### src/rtl/uart_rx_reader_if.sv
// Serial receive bundle: rx line towards the receiver, received byte and status pulses back.
interface uart_rx_reader_if;
    logic       rx;
    logic [7:0] data;
    logic       valid;
    logic       frame_err;
    logic       parity_err;
    logic       busy;

    modport master (input rx, output data, valid, frame_err, parity_err, busy);
    modport slave  (output rx, input data, valid, frame_err, parity_err, busy);
endinterface

### src/rtl/uart_rx_reader.sv
// UART receiver: 2-flop rx synchroniser, mid-bit sampling, 8N1 framing check.
// Define UART_RX_PARITY_EN for 8E1 frames with an even-parity check.
module uart_rx_reader #(
    parameter int unsigned boadrate = 115200,
    parameter int unsigned clk_freq = 50_000_000
) (
    input logic              clk,
    input logic              rst,
    uart_rx_reader_if.master bus
);
    localparam int unsigned CLKS_PER_BIT = clk_freq / boadrate;
    localparam int unsigned HALF         = CLKS_PER_BIT / 2;
    localparam int unsigned CNT_W        = (CLKS_PER_BIT > 2) ? $clog2(CLKS_PER_BIT) : 1;
    localparam logic [CNT_W-1:0] CNT_BIT_END  = CNT_W'(CLKS_PER_BIT - 1);
    localparam logic [CNT_W-1:0] CNT_HALF_END = CNT_W'(HALF - 1);

    localparam logic [2:0] S_HUNT   = 3'd0;
    localparam logic [2:0] S_IDLE   = 3'd1;
    localparam logic [2:0] S_START  = 3'd2;
    localparam logic [2:0] S_DATA   = 3'd3;
`ifdef UART_RX_PARITY_EN
    localparam logic [2:0] S_PARITY = 3'd4;
`endif
    localparam logic [2:0] S_STOP   = 3'd5;

    logic             r_rx_meta, r_rx_s;
    logic [2:0]       r_state, w_state_nxt;
    logic [CNT_W-1:0] r_cnt, w_cnt_nxt;
    logic [2:0]       r_idx, w_idx_nxt;
    logic [7:0]       r_shift, w_shift_nxt;
    logic [7:0]       r_data, w_data_nxt;
    logic             r_valid, w_valid_nxt;
    logic             r_frame_err, w_frame_err_nxt;
    logic             r_busy, w_busy_nxt;
`ifdef UART_RX_PARITY_EN
    logic             r_par, w_par_nxt;
    logic             r_parity_err, w_parity_err_nxt;
`endif

    // Metastability guard; idle-high so reset never looks like a start bit
    always_ff @(posedge clk) begin
        if (rst) begin
            r_rx_meta <= 1'b1;
            r_rx_s    <= 1'b1;
        end else begin
            r_rx_meta <= bus.rx;
            r_rx_s    <= r_rx_meta;
        end
    end

    always_ff @(posedge clk) begin
        if (rst) begin
            r_state      <= S_HUNT;
            r_cnt        <= '0;
            r_idx        <= '0;
            r_shift      <= '0;
            r_data       <= '0;
            r_valid      <= 1'b0;
            r_frame_err  <= 1'b0;
            r_busy       <= 1'b0;
`ifdef UART_RX_PARITY_EN
            r_par        <= 1'b0;
            r_parity_err <= 1'b0;
`endif
        end else begin
            r_state      <= w_state_nxt;
            r_cnt        <= w_cnt_nxt;
            r_idx        <= w_idx_nxt;
            r_shift      <= w_shift_nxt;
            r_data       <= w_data_nxt;
            r_valid      <= w_valid_nxt;
            r_frame_err  <= w_frame_err_nxt;
            r_busy       <= w_busy_nxt;
`ifdef UART_RX_PARITY_EN
            r_par        <= w_par_nxt;
            r_parity_err <= w_parity_err_nxt;
`endif
        end
    end

    always_comb begin
        w_state_nxt      = r_state;
        w_cnt_nxt        = r_cnt + CNT_W'(1);
        w_idx_nxt        = r_idx;
        w_shift_nxt      = r_shift;
        w_data_nxt       = r_data;
        w_valid_nxt      = 1'b0;
        w_frame_err_nxt  = 1'b0;
        w_busy_nxt       = r_busy;
`ifdef UART_RX_PARITY_EN
        w_par_nxt        = r_par;
        w_parity_err_nxt = 1'b0;
`endif
        case (r_state)
            // Need a full bit time of idle line before trusting a falling edge
            S_HUNT: begin
                w_busy_nxt = 1'b0;
                if (!r_rx_s) begin
                    w_cnt_nxt = '0;
                end else if (r_cnt == CNT_BIT_END) begin
                    w_state_nxt = S_IDLE;
                    w_cnt_nxt   = '0;
                end
            end
            S_IDLE: begin
                w_cnt_nxt  = '0;
                w_busy_nxt = 1'b0;
                if (!r_rx_s) begin
                    w_state_nxt = S_START;
                    w_busy_nxt  = 1'b1;
                end
            end
            S_START: begin
                if (r_cnt == CNT_HALF_END) begin
                    w_cnt_nxt = '0;
                    w_idx_nxt = '0;
                    if (r_rx_s) begin
                        w_state_nxt = S_IDLE;
                        w_busy_nxt  = 1'b0;
                    end else begin
                        w_state_nxt = S_DATA;
                    end
                end
            end
            S_DATA: begin
                if (r_cnt == CNT_BIT_END) begin
                    w_cnt_nxt          = '0;
                    w_shift_nxt[r_idx] = r_rx_s;
                    if (r_idx == 3'd7) begin
`ifdef UART_RX_PARITY_EN
                        w_state_nxt = S_PARITY;
`else
                        w_state_nxt = S_STOP;
`endif
                    end else begin
                        w_idx_nxt = r_idx + 3'd1;
                    end
                end
            end
`ifdef UART_RX_PARITY_EN
            S_PARITY: begin
                if (r_cnt == CNT_BIT_END) begin
                    w_cnt_nxt   = '0;
                    w_par_nxt   = r_rx_s;
                    w_state_nxt = S_STOP;
                end
            end
`endif
            // Framing error outranks parity error; either way data is left untouched
            S_STOP: begin
                if (r_cnt == CNT_BIT_END) begin
                    w_cnt_nxt  = '0;
                    w_busy_nxt = 1'b0;
                    if (!r_rx_s) begin
                        w_frame_err_nxt = 1'b1;
                        w_state_nxt     = S_HUNT;
`ifdef UART_RX_PARITY_EN
                    end else if (r_par != ^r_shift) begin
                        w_parity_err_nxt = 1'b1;
                        w_state_nxt      = S_IDLE;
`endif
                    end else begin
                        w_data_nxt  = r_shift;
                        w_valid_nxt = 1'b1;
                        w_state_nxt = S_IDLE;
                    end
                end
            end
            default: begin
                w_state_nxt = S_HUNT;
                w_cnt_nxt   = '0;
                w_busy_nxt  = 1'b0;
            end
        endcase
    end

    assign bus.data      = r_data;
    assign bus.valid     = r_valid;
    assign bus.frame_err = r_frame_err;
    assign bus.busy      = r_busy;
`ifdef UART_RX_PARITY_EN
    assign bus.parity_err = r_parity_err;
`else
    assign bus.parity_err = 1'b0;
`endif

endmodule
### src/flat_wrapper.sv
// flat-port wrapper written by rule: the top's interface ports become plain ports
module uart_rx_reader_flat 
#(
    parameter int unsigned boadrate = 115200,
    parameter int unsigned clk_freq = 50_000_000
)
  (clk, rst, bus_rx, bus_data, bus_valid, bus_frame_err, bus_parity_err, bus_busy);
  uart_rx_reader_if bus_i ();
  input logic clk;
  input logic rst;
  input wire logic [$bits(bus_i.rx)-1:0] bus_rx;
  output wire logic [$bits(bus_i.data)-1:0] bus_data;
  output wire logic [$bits(bus_i.valid)-1:0] bus_valid;
  output wire logic [$bits(bus_i.frame_err)-1:0] bus_frame_err;
  output wire logic [$bits(bus_i.parity_err)-1:0] bus_parity_err;
  output wire logic [$bits(bus_i.busy)-1:0] bus_busy;
  assign bus_i.rx = bus_rx;
  assign bus_data = bus_i.data;
  assign bus_valid = bus_i.valid;
  assign bus_frame_err = bus_i.frame_err;
  assign bus_parity_err = bus_i.parity_err;
  assign bus_busy = bus_i.busy;
  uart_rx_reader #(.boadrate(boadrate), .clk_freq(clk_freq)) u_core (.clk(clk), .rst(rst), .bus(bus_i));
endmodule
### config.mk
export PLATFORM = sky130hd
export DESIGN_NAME = uart_rx_reader_flat
export DESIGN_NICKNAME = d
export VERILOG_FILES = /design/src/rtl/uart_rx_reader_if.sv /design/src/rtl/uart_rx_reader.sv /design/src/flat_wrapper.sv
export SDC_FILE = /design/constraint.sdc
export NUM_CORES = 1
export LEC_CHECK = 0
export CAP_MARGIN = 20
export CORE_ASPECT_RATIO = 1.4
export CORE_MARGIN = 2
export CORE_UTILIZATION = 55
export CTS_BUF_LIST = sky130_fd_sc_hd__clkbuf_16
export DETAILED_ROUTE_END_ITERATION = 7
export PLACE_DENSITY_LB_ADDON = 0.12
export SYNTH_ARGS = -nofsm -noshare
export SYNTH_HDL_FRONTEND = slang
export SYNTH_SLANG_ARGS = --single-unit
export TNS_END_PERCENT = 20
### constraint.sdc
create_clock -name clk -period 2.1 [get_ports clk]
set_input_delay 0.315 -clock clk [delete_from_list [all_inputs] [get_ports clk]]
set_output_delay 0.315 -clock clk [all_outputs]
set_load 0.005 [all_outputs]
==> results.md, run 1 <==
Placement:
- The area after detailed placement is between 1500 and 2000 um^2.
- The wire-length estimate of the detail-placed layout is 2.46 mm.
- Buffers placed on the I/O ports in this run total 13.
- The number of instances in the placed design is around 230.
- The congestion estimate from routability-driven global placement came to between 0.8 and 0.9.

Synthesis:
- The number of nets handed over by synthesis was 191.
- The post-synthesis async set-or-reset flop share is 0.
- The post-synthesis instance total is between 150 and 200.
- Ranked by instance count, the synthesized netlist is headed by dfxtp_1, nor2_1, mux2i_1.
- For this run, the leading register cell type out of synthesis is dfxtp_1.
- Of the post-synthesis cell area, the dominant cell type holds 0.431.
- Yosys instantiated no cell more often than dfxtp_1.
- The count of different cell masters after synthesis is 45.
- The post-synthesis sequential area ratio is 0.431.
- The synthesized design spends more area on one cell type than any other, namely dfxtp_1.
- Averaged over all synthesized cells, the footprint is between 9 and 10 um^2.
- The mapped netlist covers 1670 um^2.
- In this run, synthesis produced a sequential element count of 36.
- The synthesized design contains 0 enable-type register cells.
- Yosys printed 0 warnings.
- By area the synthesized netlist is led by dfxtp_1, mux2i_1, nor2_1.

Layout:
- At the end of the flow, the number of nets in the layout was about 210.
- The register area is between 700 and 800 um^2.
- Of the cells placed in the final design, the portion with a size suffix greater than 1 is 0.0905.
- The post-layout instance area is 1970 um^2.
- The post-layout instance count excluding filler cells is approximately 240.
- The combined area of the multi-input logic cells is approximately 900 um^2.
- The number of inserted filler cells in the final layout is ~230.
- The area growth from synthesis to layout is 17.6%.
- 0 antenna diodes ended up in the layout.

Timing:
- The setup TNS is 0 ns.
- The number of slew-limit violations in the final report is 0.
- The worst-case hold slack is roughly 0.41 ns.
- For the finished layout, the period the worst path requires is about 2.0 ns.
- The number of endpoints with negative hold slack in the final report was 0.
- Setup repair after global routing left no endpoint under its margin.
- In the finished design, the share of the clock period the worst path needs comes to 0.941.
- Clock skew on the completed layout was measured at 0.00337 ns.
- Setup violations remaining at the end of the flow were counted as 0.
- The highest attainable clock frequency is roughly 510 MHz.

Floorplan:
- The die is 69.2 um tall.
- The width of the die is between 50 and 60 um.
- The placeable core area is around 2900 um^2.
- The number of placed I/O pins is 15.
- The die area is 3500 um^2.
- The effective utilization at floorplan is 0.581.
- Row generation in the floorplan step produced 23 rows.

Status:
- The flow ran to the end, and the final reports show no timing, DRC or antenna violations.

Setup path:
- The largest delay contributor family on the critical path is simple AND/OR/NAND/NOR gates.
- Data on the critical path is required at its endpoint by roughly 2.3 ns.
- In this design, the stage delay of the slowest critical-path cell is between 0.4 and 0.5 ns.
- The reg-to-reg setup timing slack is between 0.1 and 0.15 ns.
- Walking the worst path, the cells encountered are ha_1 -> ha_1 -> or4bb_1 -> o31a_1 -> or3_1 -> a21oi_2.
- The largest individual stage delay along the critical path comes from the cell or4bb_1.
- STA classifies the critical path startpoint as a register.
- The combined buffer and inverter count along the critical path is 0.
- The arrival time reported for the critical path endpoint is 2.19 ns.
- STA classifies the critical path endpoint as a register.
- Counting stages on the worst path, the most repeated cell is ha_1.
- The critical path is of the register to register type.
- The largest fanout on the critical path is 7.

Clock tree:
- The post-CTS setup repair buffer count is 0.
- The clock reaches the later pin of the worst-skew pair after approximately 0.28 ns.
- In this run, post-CTS repair resized a total of 0 instances.
- No sink is reached through more buffers than the 2 on the longest clock path.
- TritonCTS built the clock tree.
- After clock tree synthesis, the clock-pin slew on the worst setup and hold paths is 0.05 ns.
- The CTS buffer count is 5.
- The number of buffers added to fix hold violations after cts is 0.
- The H-tree was split into 2 levels.
- In this run the clock root is driven by a clkbuf_16.
- The number of sinks handled by clock tree synthesis is 36.

Drt:
- The met3 wire length is 105 um.
- The met1 layer wirelength in the final routing is approximately 1.4 mm.
- Summed over all nets, wire length on met2 after detailed routing comes to 1.87 mm.
- In the routed design, unresolved DRC markers number 0.
- In the final routed layout, each cell accounts on average for 14.6 um.
- The first detailed-routing pass ran for 4 iterations.
- Once detail routing completed, the nets flagged for antenna violations numbered 0.
- The total vias in the final route is 1339.
- The iteration-0 DRC count of the detailed router is 33.
- The routed design has ~3.4 mm of wire.
- The post-detailed-route via-to-cell ratio is between 5 and 6.
- The highest metal layer carrying signal wires in the routed design is met4.

Power and ir drop:
- The peak supply drop is ~0.00055 V.
- In this run the static leakage power is 0.714 nW.
- The areal power density over the cells is 838 nW/um^2.

Worst hold path:
- The type of the tightest min-delay check is register to register.

Global route:
- The maximum number of pins on one net before global-route repair is 26.
- The first-pass GRT wire length is around 6.2 mm.
- The overall overflow remaining after global route is 0.
- The all-layer global routing usage is 0.230.
- The via count of the first global-routing pass is around 1400.
- The initial antenna violation count is 0.

Flow run:
- Max-cap violations in this run came to 0.
-- state kept, by name, indices dropped and copies added, names as in the netlist --
register	flops
u_core.r_state	3
u_core.bus.data	8
u_core.r_rx_s	1
u_core.r_rx_meta	1
u_core.bus.valid	1
u_core.r_cnt	9
u_core.r_idx	3
u_core.r_shift	8
u_core.bus.frame_err	1
u_core.bus.busy	1
-- power breakdown --
group | internal, mW | switching [mW]
clock | 0.425 | 0.255
combinational | 0.0867 | 0.121
sequential | 0.716 | 0.0440
total | 1.23 | 0.420
-- area by class of cell --
cell class,instances,share of cell area
clock buffers,5,0.0637
repair buffers,16,0.0777
well taps,37,0.0236
multi-input cells,136,0.456
flip-flops and latches,36,0.367
clock inverters,2,0.00446
inverters,4,0.00764
-- worst reg2reg max path, stage by stage (launching register included) --
cell	delay [ns]
dfxtp_1	0.36
ha_1	0.21
ha_1	0.20
or4bb_1	0.48
o31a_1	0.14
or3_1	0.38
a21oi_2	0.14
-- per-layer routing --
layer  track usage  vias to the layer above
li1              -                      662
met1         0.242                      648
met5             0                        -
met3        0.0560                        9
met2         0.408                       20
met4         0.123                        0
-- worst paths after layout --
kind / end / from / cells past startpoint
worst max-delay path: u_core.r_idx[0]$_SDFFE_PP0P_ / u_core.r_idx[1]$_SDFFE_PP0P_ / 6
worst min register to register: u_core.r_rx_s$_SDFF_PP1_ / u_core.r_rx_meta$_SDFF_PP1_ / 1
worst max register to register: u_core.r_idx[0]$_SDFFE_PP0P_ / u_core.r_idx[1]$_SDFFE_PP0P_ / 6
worst min-delay path: u_core.r_rx_s$_SDFF_PP1_ / u_core.r_rx_meta$_SDFF_PP1_ / 1
-- cell families (layout without fill, tap and decap cells) --
logic type      Yosys count  count (layout)  share of synthesized area
compound gates           26              26                     0.0928
flops                    36              36                      0.431
simple gates             81              81                      0.272
mux                      15              15                     0.0898
fa+ha+maj                 5               5                     0.0374
xor+xnor                  8               8                     0.0419
other cells               1               1                    0.00224
buf+inv                  11              27                     0.0322
-- stage by stage --
step | utilization | setup slack [ns] | power [mW]
after detailed placement | 0.637 | 0.154 | 0.975
final | 0.683 | 0.123 | 1.65
after global placement | 0.637 | 0.232 | 0.959
after floorplan | - | 0.227 | 0.918
after CTS | 0.683 | 0.117 | 1.66
after global routing | 0.683 | 0.00146 | 1.72
-- cell usage in the layout (no fill, tap or decap), types with 4 or more instances in the layout --
master and count:
mux2i_1 15, and3_1 4, xnor2_1 5, or3_1 6, nor2_1 26, nand2_1 7
nand3_1 4, nor3_1 5, inv_1 5, ha_1 5, clkbuf_16 5, a21oi_1 6
o21ai_0 11, clkdlybuf4s50_1 13, dfxtp_1 36
No activity file was read; power rests on OpenSTA's default activity.
==> inputs of run 2 (changes only) <==
==> constraint.sdc (replaced) <==
create_clock -name clk -period 2.1 [get_ports clk]
set_input_delay 0.21 -clock clk [delete_from_list [all_inputs] [get_ports clk]]
set_output_delay 0.21 -clock clk [all_outputs]
set_load 0.005 [all_outputs]
==> results of run 2 <==
No change in the layout: final DEF, timing and power equal those of run 1.
==> inputs of run 3 (changes only) <==
Settings changed: CORE_MARGIN 2 to unset.
==> results.md, run 3 (same netlist as run 1, synthesis figures left out) <==
Status:
- The flow ran to the end, and the final reports show no timing, DRC or antenna violations.

Drt:
- The iteration-0 DRC count of the detailed router is 39 (+18%).
- The total met2 wirelength after detailed routing came to 1.91 mm (+2.3%).
- The total vias in the final route is 1300 (-2.9%).
- The post-detailed-route via-to-cell ratio is 5.51 (-2.9%).
- The remaining design rule violation count is 0 (unchanged).
- The detailed-route wire length per cell came to 14.8 um (+1.6%).
- The met1 layer wirelength in the final routing came to 1.44 mm (+4.3%).
- The total wirelength of the detailed-routed design is 3.50 mm (+1.6%).
- The met3 wire length is 86 um (-18%).
- The number of search-and-repair iterations in the first detailed-routing pass was 4 (unchanged).
- The highest metal layer with signal wires is met4.
- The remaining antenna violation count came to 0 (unchanged).

Timing:
- The highest attainable clock frequency was 504 MHz (-0.40%).
- The worst-case hold slack is 0.406 ns (-0.00321 ns).
- The final setup skew is 0.00899 ns (+0.00562 ns).
- The fraction of the cycle the final worst path needs was 0.945 (+0.00374).
- The setup TNS is 0 ns (unchanged).
- The number of endpoints with negative hold slack in the final report was 0 (unchanged).
- The final critical path time including I/O delays and setup was 1.98 ns (+0.00785 ns).
- The final number of setup-violating endpoints is 0 (unchanged).
- The number of slew-limit violations in the final report is 0 (unchanged).
- Setup repair after global routing left no endpoint under its margin.

Layout:
- The combined area of the multi-input logic cells is 897 um^2 (unchanged).
- The total number of nets in the final design is 207 (unchanged).
- The number of inserted filler cells in the final layout is 240 (+3.0%).
- The most common cell after layout, fill and taps aside is dfxtp_1.
- The flip-flop count of the largest register, all copies and words added is 9 (unchanged).
- The register area was 721 um^2 (unchanged).
- The area growth from synthesis to layout came to 17.5% (about the same).
- The number of antenna diodes is 0 (unchanged).
- The post-layout instance area was 1960 um^2 (about the same).
- The register ranked first by flip-flop count is u_core.r_cnt.
- The library cells used most frequently in the layout, excluding fill and tap cells, are dfxtp_1, nor2_1, mux2i_1.
- The fraction of layout instances using a drive strength above 1 is 0.0854 (-0.00503).

Power and ir drop:
- The part of the total power dissipated in combinational logic is 0.126 (about the same).
- The net switching power figure is 0.424 mW (+1.0%).
- The power share of the clock group was 0.412 (about the same).
- The areal power density over the cells is 840 nW/um^2 (+0.27%).
- The net switching share of the total power is 0.257 (+0.00214).
- The cell-internal power came to 1.23 mW (about the same).
- The share of power burned in registers is 0.462 (about the same).
- The static power due to leakage is 0.708 nW (-0.85%).
- The peak supply drop was 0.000643 V (+16%).
- The overall power of the completed layout is 1.65 mW (+0.20%).

Clock tree:
- The CTS tree is yes.
- In this run the clock root is driven by a clkbuf_16.
- The number of gates given a new drive strength after cts is 0 (unchanged).
- The CTS buffer count was 5 (unchanged).
- The clock latency of the later-clocked register in the worst-skew pair came to 0.28 ns (about the same).
- The post-CTS setup repair buffer count is 0 (unchanged).
- The clock slew at the register clock pins of the worst setup and hold paths is 0.06 ns (about the same).
- The buffer levels on the longest clock path came to 2 (unchanged).
- The number of H-tree levels came to 2 (unchanged).
- The number of sinks handled by clock tree synthesis is 36 (unchanged).
- The number of buffers added to fix hold violations after cts is 0 (unchanged).

Setup path:
- The largest fanout on the critical path is 7 (unchanged).
- The critical path goes through ha_1 -> ha_1 -> or4bb_1 -> o31a_1 -> or3_1 -> a21oi_2.
- The startpoint-to-endpoint class of the critical path is register to register.
- The kind of launch point of the worst setup path is a register.
- The critical-path cell with the highest stage delay is or4bb_1.
- The critical path data required time is 2.31 ns (about the same).
- The arrival time reported for the critical path endpoint is 2.20 ns (about the same).
- The largest stage delay on the critical path is 0.49 ns (about the same).
- The critical path's most frequent cell is ha_1.
- STA classifies the critical path endpoint as a register.

Floorplan:
- The width of the die is 48.6 um (-4.0%).
- The die area came to 3270 um^2 (-6.7%).
- The number of placed I/O pins was 15 (unchanged).
- The vertical extent of the die was 67.2 um (-2.9%).
- The effective utilization at floorplan is 0.581 (unchanged).
- The number of placement rows is 23 (unchanged).
- The placeable core area was 2880 um^2 (unchanged).

Placement:
- The count of input and output buffers is 13 (unchanged).
- The area after detailed placement was 1830 um^2 (unchanged).
- The placer's final routability congestion estimate is 0.826 (-1.9%).
- The HPWL reported at the end of detailed placement is 2.42 mm (-1.4%).

Global route:
- The overall overflow remaining after global route is 0 (unchanged).
- The maximum number of pins on one net before global-route repair was 26 (unchanged).
- The initial antenna violation count is 0 (unchanged).
- The all-layer global routing usage is 0.246 (+0.0158).
- The first-pass GRT wire length was 6.01 mm (-2.7%).
- The via count of the first global-routing pass is 1341 (-6.4%).

Worst hold path:
- The type of the tightest min-delay check is register to register.

Flow run:
- The number of maximum-capacitance constraint violations came to 0 (unchanged).
[run 3: changes by cell type in the layout (fill, tap and decap cells not counted), sizes merged]
cell	delta
clkinv	+1
inv	-1
[run 3: area by class of cell]
type                            count  area share
Multi-Input combinational cell    136       0.457
Sequential cell                    36       0.367
Timing Repair Buffer               16      0.0777
Clock buffer                        5      0.0637
Tap cell                           37      0.0236
Inverter                            4     0.00764
Clock inverter                      2     0.00382
[run 3: layer usage]
layer | vias to the layer above | global-route usage
li1 | 664 | -
met1 | 620 | 0.251
met2 | 10 | 0.470
met3 | 6 | 0.0608
met4 | 0 | 0.121
met5 | - | 0
[run 3: power groups by stage]
| stage | registers (mW) | logic (mW) | clock network (mW) |
|---|---|---|---|
| 4_1_cts | 0.762 | 0.207 | 0.697 |
| 3_5_place_dp | 0.775 | 0.202 | 0 |
| 3_3_place_gp | 0.770 | 0.188 | 0 |
| 5_1_grt | 0.770 | 0.234 | 0.723 |
| 2_1_floorplan | 0.758 | 0.160 | 0 |
| 6_report | 0.763 | 0.208 | 0.680 |
[run 3: metrics by stage]
stage | utilization | cells | setup slack, ns
floorplan | - | 183 | 0.227
global placement | 0.637 | 229 | 0.232
detailed placement | 0.637 | 229 | 0.156
CTS | 0.683 | 236 | 0.120
global route | 0.683 | 236 | 0.0175
finish | 0.683 | 236 | 0.116
[run 3: worst max-delay path, delay by kind of cell, from the launching register on]
kind                       cells  cell delay [ns]
adders and majority gates      2             0.41
AOI/OAI and AO/OA              2             0.29
DFF                            1             0.35
and+or+nand+nor                2             0.86
[run 3: worst paths after layout]
| check | from | end | slack (ns) | depth (start not counted) |
|---|---|---|---|---|
| setup / recovery | u_core.r_idx[1]$_SDFFE_PP0P_ | u_core.r_idx[0]$_SDFFE_PP0P_ | 0.12 | 6 |
| hold / removal | u_core.r_rx_meta$_SDFF_PP1_ | u_core.r_rx_s$_SDFF_PP1_ | 0.41 | 1 |
| setup reg to reg | u_core.r_idx[1]$_SDFFE_PP0P_ | u_core.r_idx[0]$_SDFFE_PP0P_ | 0.12 | 6 |
| hold reg to reg | u_core.r_rx_meta$_SDFF_PP1_ | u_core.r_rx_s$_SDFF_PP1_ | 0.41 | 1 |
